--- src/rtl/result_tx_pkg.sv ---
// Shared definitions for the result transmit framer.
//   state_t        : framer FSM states (IDLE..DONE)
//   DEFAULT_HEADER : first byte of every frame unless overridden
//   OFS_*          : byte offsets inside a frame (header, count, first data byte)
package result_tx_pkg;

    typedef enum logic [2:0] {
        IDLE    = 3'd0,
        ISSUE   = 3'd1,
        WAIT_LO = 3'd2,
        WAIT_HI = 3'd3,
        DONE    = 3'd4
    } state_t;

    localparam logic [7:0] DEFAULT_HEADER = 8'hA5;

    localparam int OFS_HDR  = 0;
    localparam int OFS_CNT  = 1;
    localparam int OFS_DATA = 2;

endpackage

--- src/rtl/tx_byte_sel.sv ---
// Combinational byte selector for the result frame.
// Maps the current frame index to the byte that goes on the wire:
//   OFS_HDR -> HEADER, OFS_CNT -> N_CH, OFS_DATA+k -> channel k,
//   OFS_DATA+N_CH -> checksum (only reached when the checksum byte is enabled).
// Ports:
//   idx      in  IDXW     frame byte index
//   shadow   in  8*N_CH   captured results, channel k in bits [8k+7:8k]
//   checksum in  8        running XOR checksum
//   byte_out out 8        selected byte
module tx_byte_sel
    import result_tx_pkg::*;
#(
    parameter int         N_CH   = 4,
    parameter logic [7:0] HEADER = DEFAULT_HEADER,
    parameter int         IDXW   = 3
) (
    input  logic [IDXW-1:0]   idx,
    input  logic [8*N_CH-1:0] shadow,
    input  logic [7:0]        checksum,
    output logic [7:0]        byte_out
);

    always_comb begin
        byte_out = 8'h00;
        if (idx == IDXW'(OFS_HDR)) begin
            byte_out = HEADER;
        end else if (idx == IDXW'(OFS_CNT)) begin
            byte_out = 8'(N_CH);
        end else if (idx == IDXW'(OFS_DATA + N_CH)) begin
            byte_out = checksum;
        end else begin
            for (int k = 0; k < N_CH; k++) begin
                if (idx == IDXW'(OFS_DATA + k)) begin
                    byte_out = shadow[8*k +: 8];
                end
            end
        end
    end

endmodule

--- src/rtl/result_tx_framer.sv ---
// Result transmit framer: captures N_CH 8-bit results into a shadow register and
// sends them to the UART transmitter as one frame:
//   HEADER, N_CH, ch0 .. ch(N_CH-1) [, XOR checksum]
// Build option: define RESULT_TX_CHECKSUM_EN to append the checksum byte
// (XOR of every byte except the header).
// Handshakes:
//   capture : res_data is taken on a clock edge where res_valid && res_ready.
//             res_ready is high only in IDLE; res_valid at any other time is dropped.
//   uart    : tx_enable is a single-cycle request with tx_data held stable; the UART
//             acknowledges by pulling tx_ready low and finishes by raising it again.
// Ports:
//   clk        in   1        system clock, rising edge
//   reset      in   1        synchronous, active-low
//   res_data   in   8*N_CH   results, channel k in bits [8k+7:8k]
//   res_valid  in   1        res_data valid
//   res_ready  out  1        framer idle and able to capture
//   tx_data    out  8        byte to UART
//   tx_enable  out  1        one-cycle send request
//   tx_ready   in   1        UART idle
//   busy       out  1        frame in progress
//   frame_done out  1        one-cycle pulse after the last byte completes
//   state_dbg  out  3        current FSM state
module result_tx_framer
    import result_tx_pkg::*;
#(
    parameter int         N_CH   = 4,
    parameter logic [7:0] HEADER = DEFAULT_HEADER
) (
    input  logic              clk,
    input  logic              reset,
    input  logic [8*N_CH-1:0] res_data,
    input  logic              res_valid,
    output logic              res_ready,
    output logic [7:0]        tx_data,
    output logic              tx_enable,
    input  logic              tx_ready,
    output logic              busy,
    output logic              frame_done,
    output state_t            state_dbg
);

    localparam int IDXW = $clog2(N_CH + 3);
`ifdef RESULT_TX_CHECKSUM_EN
    localparam int LAST = N_CH + 2;
`else
    localparam int LAST = N_CH + 1;
`endif

    state_t            state;
    logic [IDXW-1:0]   idx;
    logic [8*N_CH-1:0] shadow;
    logic [7:0]        checksum;
    logic [7:0]        cur_byte;

    tx_byte_sel #(
        .N_CH   (N_CH),
        .HEADER (HEADER),
        .IDXW   (IDXW)
    ) u_byte_sel (
        .idx      (idx),
        .shadow   (shadow),
        .checksum (checksum),
        .byte_out (cur_byte)
    );

    always_ff @(posedge clk) begin
        if (!reset) begin
            state      <= IDLE;
            idx        <= '0;
            shadow     <= '0;
            tx_data    <= 8'h00;
            tx_enable  <= 1'b0;
            frame_done <= 1'b0;
        end else begin
            tx_enable  <= 1'b0;
            frame_done <= 1'b0;
            case (state)
                IDLE: begin
                    if (res_valid) begin
                        shadow <= res_data;
                        idx    <= '0;
                        state  <= ISSUE;
                    end
                end
                ISSUE: begin
                    if (tx_ready) begin
                        tx_data   <= cur_byte;
                        tx_enable <= 1'b1;
                        state     <= WAIT_LO;
                    end
                end
                WAIT_LO: begin
                    // The UART pulling tx_ready low is the byte acknowledge.
                    if (!tx_ready) begin
                        state <= WAIT_HI;
                    end
                end
                WAIT_HI: begin
                    if (tx_ready) begin
                        if (idx == IDXW'(LAST)) begin
                            // frame_done is high during DONE, where res_ready is low,
                            // so a capture in the same cycle is dropped.
                            frame_done <= 1'b1;
                            state      <= DONE;
                        end else begin
                            idx   <= idx + IDXW'(1);
                            state <= ISSUE;
                        end
                    end
                end
                DONE: begin
                    state <= IDLE;
                end
                default: begin
                    state <= IDLE;
                end
            endcase
        end
    end

`ifdef RESULT_TX_CHECKSUM_EN
    logic [7:0] csum_q;

    // Header and the checksum byte itself are not folded in.
    always_ff @(posedge clk) begin
        if (!reset) begin
            csum_q <= 8'h00;
        end else if (state == IDLE && res_valid) begin
            csum_q <= 8'h00;
        end else if (state == ISSUE && tx_ready &&
                     idx != IDXW'(OFS_HDR) && idx != IDXW'(LAST)) begin
            csum_q <= csum_q ^ cur_byte;
        end
    end

    assign checksum = csum_q;
`else
    assign checksum = 8'h00;
`endif

    assign res_ready = (state == IDLE);
    assign busy      = (state != IDLE);
    assign state_dbg = state;

endmodule

--- config.mk ---
export PLATFORM = sky130hd
export DESIGN_NAME = result_tx_framer
export DESIGN_NICKNAME = d
export VERILOG_FILES = /design/src/rtl/result_tx_pkg.sv /design/src/rtl/tx_byte_sel.sv /design/src/rtl/result_tx_framer.sv
export SDC_FILE = /design/constraint.sdc
export NUM_CORES = 1
export LEC_CHECK = 0
export CAP_MARGIN = 10
export CORE_MARGIN = 1
export CORE_UTILIZATION = 35
export DETAILED_ROUTE_END_ITERATION = 16
export GPL_ROUTABILITY_DRIVEN = 0
export HOLD_SLACK_MARGIN = 0.1
export PLACE_DENSITY = 0.55
export SLEW_MARGIN = 20
export SYNTH_ARGS = -nofsm -noshare
export SYNTH_HDL_FRONTEND = slang
export SYNTH_SLANG_ARGS = --single-unit
--- constraint.sdc ---
create_clock -name clk -period 5.49 [get_ports clk]
set_clock_uncertainty 0.2 [all_clocks]
set_input_delay 0.8235 -clock clk [delete_from_list [all_inputs] [get_ports clk]]
set_output_delay 0.8235 -clock clk [all_outputs]
set_load 0.02 [all_outputs]
## Yosys cells after proc, flatten, opt, wreduce, memory -nomap -nowiden

Index checks and enable logic that the tools add are counted.
W data, S select, Z words.

- Register bits after elaboration: 48
- Bits of input ports: 36
- Output and inout bits: 15
- Logic and storage cells: 50

- Add/subtract/negate cells: 1
- Equal/unequal tests: 14
- Mux-type cells: 19
- Reduce and logical (&&, ||, !) cells: 10

Operators by type and width:

| kind | count |
|---|---|
| $mux W8 | 7 |
| $mux W3 | 8 |
| $eq A3 B2 Y1 const B | 4 |
| $pmux W3 S4 | 1 |
| $ne A2 B2 Y1 const B | 5 |
| $eq A3 B3 Y1 const B | 3 |
| $reduce_and A4 Y1 | 2 |
| $eq A3 B1 Y1 const B | 2 |
| $logic_not A3 Y1 | 2 |
| $pmux W3 S2 | 1 |
| $reduce_and A2 Y1 | 3 |
| $add A3 B1 Y3 const B | 1 |
| $reduce_and A3 Y1 | 1 |
| $reduce_bool A3 Y1 | 1 |
| $mux W1 | 2 |
| $reduce_bool A2 Y1 | 1 |

## Longest topological paths before layout

Gate-level depths: netlist of run 1.

- Depth after elaboration: 8
- Gate-level depth with buffers: 7
- Gate-level depth less buffers: 6

## Cells and area by module

Synthesis of run 1 repeated with hierarchy kept, for this count alone.

- Cells, all modules: 273
- Area total of the unflattened synthesis: 2394.8 um^2

Modules (own cells, without submodules):

| module | times used | cells each | area an instance (um^2) | seq. area each (um^2) |
|---|---|---|---|---|
| result_tx_framer | 1 | 212 | 1930.6 | 960.9 |
| tx_byte_sel | 1 | 61 | 464.2 | 0.0 |

## Worst setup path after synthesis of run 1

Ideal clock, no wire load.

- Path kind: reg-to-output
- Start: reg state[0] (netlist: state_dbg[0])
- End: out busy
- Arrival time: 1270 ps
- Required time: 4467 ps
- Slack: 3197 ps
- Stages on the path, launching flop included: 4
- Buffers on the path: 1
- Cell sequence: dfxtp_1 > buf_6 > nor3_1 > inv_2

- Longest elaborated chain between the ends: 1

Ends and longest elaborated chain:

| what | RTL line | source |
|---|---|---|
| start: declaration | result_tx_framer.sv:49 | `state_t state;` |
| start signal: assignment | result_tx_framer.sv:68 | `state <= IDLE;` |
| start signal: assignment | result_tx_framer.sv:82 | `state <= ISSUE;` |
| start signal: assignment | result_tx_framer.sv:89 | `state <= WAIT_LO;` |
| $reduce_bool A3 Y1 | result_tx_framer.sv:142 | `assign busy = (state != IDLE);` |
| end: declaration | result_tx_framer.sv:37 | `output logic busy,` |

Every way passes these cells.

## Worst setup path after layout of run 1

- Start: reg state[0] (netlist: state_dbg[0])
- End: out res_ready

- Longest elaborated chain between the ends: 1

Ends and longest elaborated chain:

| what | RTL line | source |
|---|---|---|
| $logic_not A3 Y1 | result_tx_framer.sv:141 | `assign res_ready = (state == IDLE);` |
| end: declaration | result_tx_framer.sv:33 | `output logic res_ready,` |

Every way passes these cells.

==> results.ini, run 1 <==
[final_layout]
drive_above_1_share_pct = 7.72
final_core_util_pct = 47.4
syn_to_final_growth_pct = 27.6
fill_cells = 638
final_nets = 351
multiInputGateArea_sq_um = 1160
antenna_cells = 0
seqCellArea_sq_um = 961

[sta]
maxSlewViolCount = 0
worst_slew_margin_rel_pct = 42.8
period_needed_ns = 2.71
post-route-period-util_pct = 49.3
max_clock_freq_ghz = 0.369
rsz0062_at_grt = false
tightest_slew_ns = 0.855
fin_ws_ns = 2.78
hold_viol = 0
fin_tns_setup_ns = 0
setup_violations = 0

[drt]
dr.pass1.iters = 5
drt_drc_violations_left = 0
wl_um = 5230
ant_nets = 0
drt-initial-drc-count = 110
wire_per_inst_um = 13.5
vias = 1901
routed_via_density = 4.92

[clock_network]
cts.repair.resized = 0
postCtsSetupRepairBufs = 0
path_clk_slew_ns = 0.09
clock_sinks = 48
cts_buffer_depth = 2
htree_num_levels = 2
numCtsBuffers = 5
cts_tree = yes
clock_latency_ns = 0.29
ctsRootBufferMaster = clkbuf_8
hold_buffers = 0

[yosys]
seq_area_frac_synth_pct = 42.7
synth_area_leaders = dfxtp_1 (43%), nand2_1 (15%), a21boi_1 (11%)
synth-seq-cells = 48
syn_avg_cell_area_sq_um = 8.43
synthCells = 267
synth_area_leader_cell = dfxtp_1
synth_edf_count = 0
ys.flop_type = dfxtp_1
synth.top_cell.area_share_pct = 42.7
synth.most_common_cell = nand2_1
synth_warnings = 0
synth_common_cells = nand2_1 (88), dfxtp_1 (48), a21boi_1 (32)
syn-num-nets = 308
netlist_area_sq_um = 2250
async_flop_share_pct = 0
synth_cell_types = 36

[floorplanning]
die_h_um = 82.2
die-width_um = 82.2
dieArea_sq_um = 6760
placement_rows = 28
placeableCoreArea_sq_um = 6060
initial_core_util_pct = 37.1
num_io_pins = 51

[hold_path]
min_path_type = register to register

[power_and_ir_drop]
clkPwrFrac_pct = 32.0
power_uw = 775
internal-power_uw = 575
p_sw_share_pct = 25.9
vdd_ir_drop_max_v = 0.000128
power.leakage_uw = 0.00106
p_per_area_nw_per_um2 = 270
seqPwrFrac_pct = 50.5
comb_power_share_pct = 17.4
power_switching_uw = 201

[critical_path]
startpoint_type = register
crit_chain = nor3_1, clkdlybuf4s50_1
path_max_fanout = 10
end_kind = output pin
slowest_stage = clkdlybuf4s50_1
crit_arrival_ns = 1.68
rrSetupSlack_ns = 2.95
critPathMaxStageDelay_ns = 0.67
critPathKind = register to output pin
cp.required_ns = 4.47

[global_routing]
grt_usage_pct = 17.1
grt_start_max_net_pins = 46
grt_overflow = 0
grt_pass1_wl_um = 8650
antenna_found_initial = 0
grt_pass1_vias = 1737

[place]
numPortBuffers = 50
dp_slack_ns = 2.54
place_hpwl_um = 3700

[job]
drv_cap = 0

[status]
status = completed

-- cells in the final DEF, fill, tap and decap left out, types with 3 or more instances in the layout --
| master | count |
|---|---|
| o21ai_1 | 5 |
| nand2_1 | 88 |
| a2bb2oi_1 | 3 |
| inv_1 | 5 |
| nor2_1 | 8 |
| a21boi_1 | 32 |
| o221a_1 | 4 |
| dfxtp_1 | 48 |
| o31ai_2 | 4 |
| nand3_1 | 6 |
| a222oi_1 | 3 |
| ha_1 | 5 |
| o2bb2ai_1 | 3 |
| nor3_1 | 4 |
| clkdlybuf4s50_1 | 50 |
| clkbuf_8 | 5 |
| a21oi_1 | 9 |
| buf_4 | 3 |
-- per-layer routing --
layer,track usage (%),wire [um],up-vias
met5,0,0,-
met3,2.64,169,7
li1,-,-,994
met4,4.91,53,0
met2,24.8,2130,44
met1,25.7,2870,856
-- metrics by stage --
| stage | hold slack, ns | cells | cell area (sq um) |
|---|---|---|---|
| finish | 0.256 | 386 | 2870 |
| global route | 0.286 | 386 | 2870 |
| CTS | 0.261 | 386 | 2870 |
| detailed placement | 0.248 | 378 | 2770 |
| global placement | 0.243 | 378 | 2770 |
| floorplan | 0.235 | 267 | 2250 |
-- sequential cells by signal (all words and copies together), names as in the netlist --
name and flops:
tx_data 8, frame_done 1, shadow 32, idx 3, state_dbg 3, tx_enable 1
-- logic make-up after synthesis --
logic type	count (synthesis)	synth area share [%]
simple gates	118	23.9
flops	48	42.7
fa+ha+maj	5	2.78
xor+xnor	1	0.389
compound gates	71	24.5
buf+inv	24	5.73
-- area by class of cell --
cell class / instances / area share [%]
clock buffer: 6 / 2.53
multi-input combinational: 195 / 40.4
sequential: 48 / 33.4
timing repair buffer: 53 / 18.2
tap: 75 / 3.27
clock inverter: 2 / 1.22
inverter: 7 / 0.915
-- power by group through the flow --
stage	sequential (uW)	combinational [uW]	clock, uW
finish	392	135	249
global route	395	151	276
CTS	392	137	259
detailed placement	400	137	0
global placement	400	136	0
floorplan	394	84.3	0
-- path summary, 6_finish.rpt --
check,start,endpoint,depth (start not counted)
hold / removal,shadow[20]$_SDFFE_PN0P_,shadow[20]$_SDFFE_PN0P_,2
setup reg to reg,idx[2]$_SDFFE_PN0P_,tx_data[7]$_SDFFE_PN0P_,6
setup / recovery,state_dbg[0]$_SDFFE_PN0P_,res_ready,2
hold reg to reg,shadow[20]$_SDFFE_PN0P_,shadow[20]$_SDFFE_PN0P_,2
-- critical path: cells and delay by family (launching register included) --
family,cells,cell delay (ns)
DFF,1,0.42
and+or+nand+nor,1,0.31
buffers and inverters,1,0.67
(Power assumes the default switching activity.)
==> inputs of run 2 (changes only) <==
- clock period: 5.49 -> 2.8 ns (I/O delays scaled with it)
==> run 2 against run 1 <==
  * Clock-buffer cell count stayed put
  * Routed wire length is 2.5% higher
  * Via count is 2.6% higher
  * Die area stayed put
  * Global-route usage is 0.19 points higher
  * First-iteration DRC count is 75% higher
  * Clock power is 78% higher
  * Sequential share of layout area is 0.15 points lower
  * Flip-flop and latch count stayed put
  * Cell count is 0.78% higher
  * Sequential power is 94% higher
  * Total power is 91% higher
==> results.ini, run 2 (same netlist as run 1, synthesis figures left out) <==
[final_layout]
final_common_cell = nand2_1
drive_above_1_share_pct = 8.92
syn_to_final_growth_pct = 28.2
antenna_cells = 0
largest_register_ffs = 32
multiInputGateArea_sq_um = 1160
reg_top3 = shadow (32), tx_data (8)
final_nets = 354
fill_cells = 615
regMostFlops = shadow
seqCellArea_sq_um = 961
mostFrequentLayoutCells = nand2_1 (88), clkdlybuf4s50_1 (50), dfxtp_1 (48)

[sta]
hold_viol = 0
period_needed_ns = 2.33
rsz0062_at_grt = false
worst_slew_margin_rel_pct = 69.4
post-route-period-util_pct = 83.3
hold_ws_ns = 0.254
setup_violations = 0
tightest_slew_ns = 0.458
maxSlewViolCount = 0
max_clock_freq_ghz = 0.429
fin_tns_setup_ns = 0

[drt]
vias = 1950
drt_drc_violations_left = 0
ant_nets = 0
wl_um = 5350
dr.pass1.iters = 5
wire_per_inst_um = 13.8
drt-initial-drc-count = 193
routed_via_density = 5.01

[critical_path]
rrSetupSlack_ns = 0.63
r2r_start = idx[0]$_SDFFE_PN0P_
critPathKind = register to output pin
slowest_stage = clkdlybuf4s50_1
r2r_cells = 6
critPathMaxStageDelay_ns = 0.67
startpoint = state_dbg[0]$_SDFFE_PN0P_
cp.required_ns = 2.18
path_max_fanout = 10
endpoint = res_ready
r2r-end = tx_data[0]$_SDFFE_PN0P_
crit_chain = nor3_1, clkdlybuf4s50_1
crit_arrival_ns = 1.71
end_kind = output pin
startpoint_type = register

[clock_network]
cts_tree = yes
hold_buffers = 0
ctsRootBufferMaster = clkbuf_8
postCtsSetupRepairBufs = 0
htree_num_levels = 2
cts.repair.resized = 0
clock_sinks = 48
numCtsBuffers = 5
path_clk_slew_ns = 0.09
cts_buffer_depth = 2
clock_latency_ns = 0.30

[power_and_ir_drop]
clkPwrFrac_pct = 29.9
internal-power_uw = 1070
seqPwrFrac_pct = 51.4
power_switching_uw = 417
vdd_ir_drop_max_v = 0.000220
power.leakage_uw = 0.00106
p_per_area_nw_per_um2 = 514
comb_power_share_pct = 18.7
p_sw_share_pct = 28.1

[place]
place_hpwl_um = 3920
numPortBuffers = 50

[floorplanning]
placeableCoreArea_sq_um = 6060
initial_core_util_pct = 37.1
num_io_pins = 51
die_h_um = 82.2
dieArea_sq_um = 6760
die-width_um = 82.2
placement_rows = 28

[global_routing]
grt_pass1_wl_um = 8760
grt_pass1_vias = 1747
grt_usage_pct = 17.3
antenna_found_initial = 0
grt_overflow = 0
grt_start_max_net_pins = 33

[hold_path]
min_path_type = register to register

[status]
status = completed

[job]
drv_cap = 0

==> run 2: cell types whose count changed in the layout (fill, tap and decap cells not counted), sizes merged <==
cell / before / now
buf: 3 / 6
clkinvlp: 0 / 2
bufinv: 1 / 0
clkinv: 1 / 0
==> run 2: how the worst min path moves through the flow <==
stage	from	endpoint	depth (start not counted)
final	shadow[14]$_SDFFE_PN0P_	shadow[14]$_SDFFE_PN0P_	2
after global routing	shadow[14]$_SDFFE_PN0P_	shadow[14]$_SDFFE_PN0P_	2
after CTS	shadow[14]$_SDFFE_PN0P_	shadow[14]$_SDFFE_PN0P_	2
after detailed placement	shadow[14]$_SDFFE_PN0P_	shadow[14]$_SDFFE_PN0P_	2
after global placement	shadow[14]$_SDFFE_PN0P_	shadow[14]$_SDFFE_PN0P_	2
after floorplan	shadow[26]$_SDFFE_PN0P_	shadow[26]$_SDFFE_PN0P_	2
==> run 2: critical path, delay by kind of cell (launching register included) <==
family                 cells  cell delay (ns)
and+or+nand+nor            1             0.32
buffers and inverters      1             0.67
DFF                        1             0.43
==> run 2: metrics by stage <==
stage	instance area, sq um	instances	util (%)	total power (uW)	setup WS, ns
2_1_floorplan	2250	267	-	939	0.910
3_3_place_gp	2790	381	46.0	1060	0.692
3_5_place_dp	2790	381	46.0	1060	0.622
4_1_cts	2890	389	47.6	1500	0.463
5_1_grt	2890	389	47.6	1560	0.392
6_report	2890	389	47.6	1480	0.469
==> run 2: cell type report <==
type / instances / share of cell area (%)
Inverter: 7 / 0.911
Multi-Input combinational cell: 195 / 40.2
Timing Repair Buffer: 56 / 18.9
Tap cell: 75 / 3.25
Clock buffer: 6 / 2.86
Clock inverter: 2 / 0.520
Sequential cell: 48 / 33.3
==> run 2: layer usage <==
layer / share of wire [%] / up-vias / routed length (um) / track usage [%]
met1: 52 / 892 / 2800 / 26.1
met2: 42 / 45 / 2240 / 24.0
met4: 0.92 / 0 / 49 / 4.56
li1: - / 1006 / - / -
met3: 4.9 / 7 / 261 / 4.18
met5: 0 / - / 0 / 0
==> run 2: power groups by stage <==
stage	Clock, uW	Combinational (uW)	Sequential, uW
floorplan	0	165	773
global placement	0	277	779
detailed placement	0	281	778
CTS	455	282	762
global route	484	308	768
finish	443	278	762
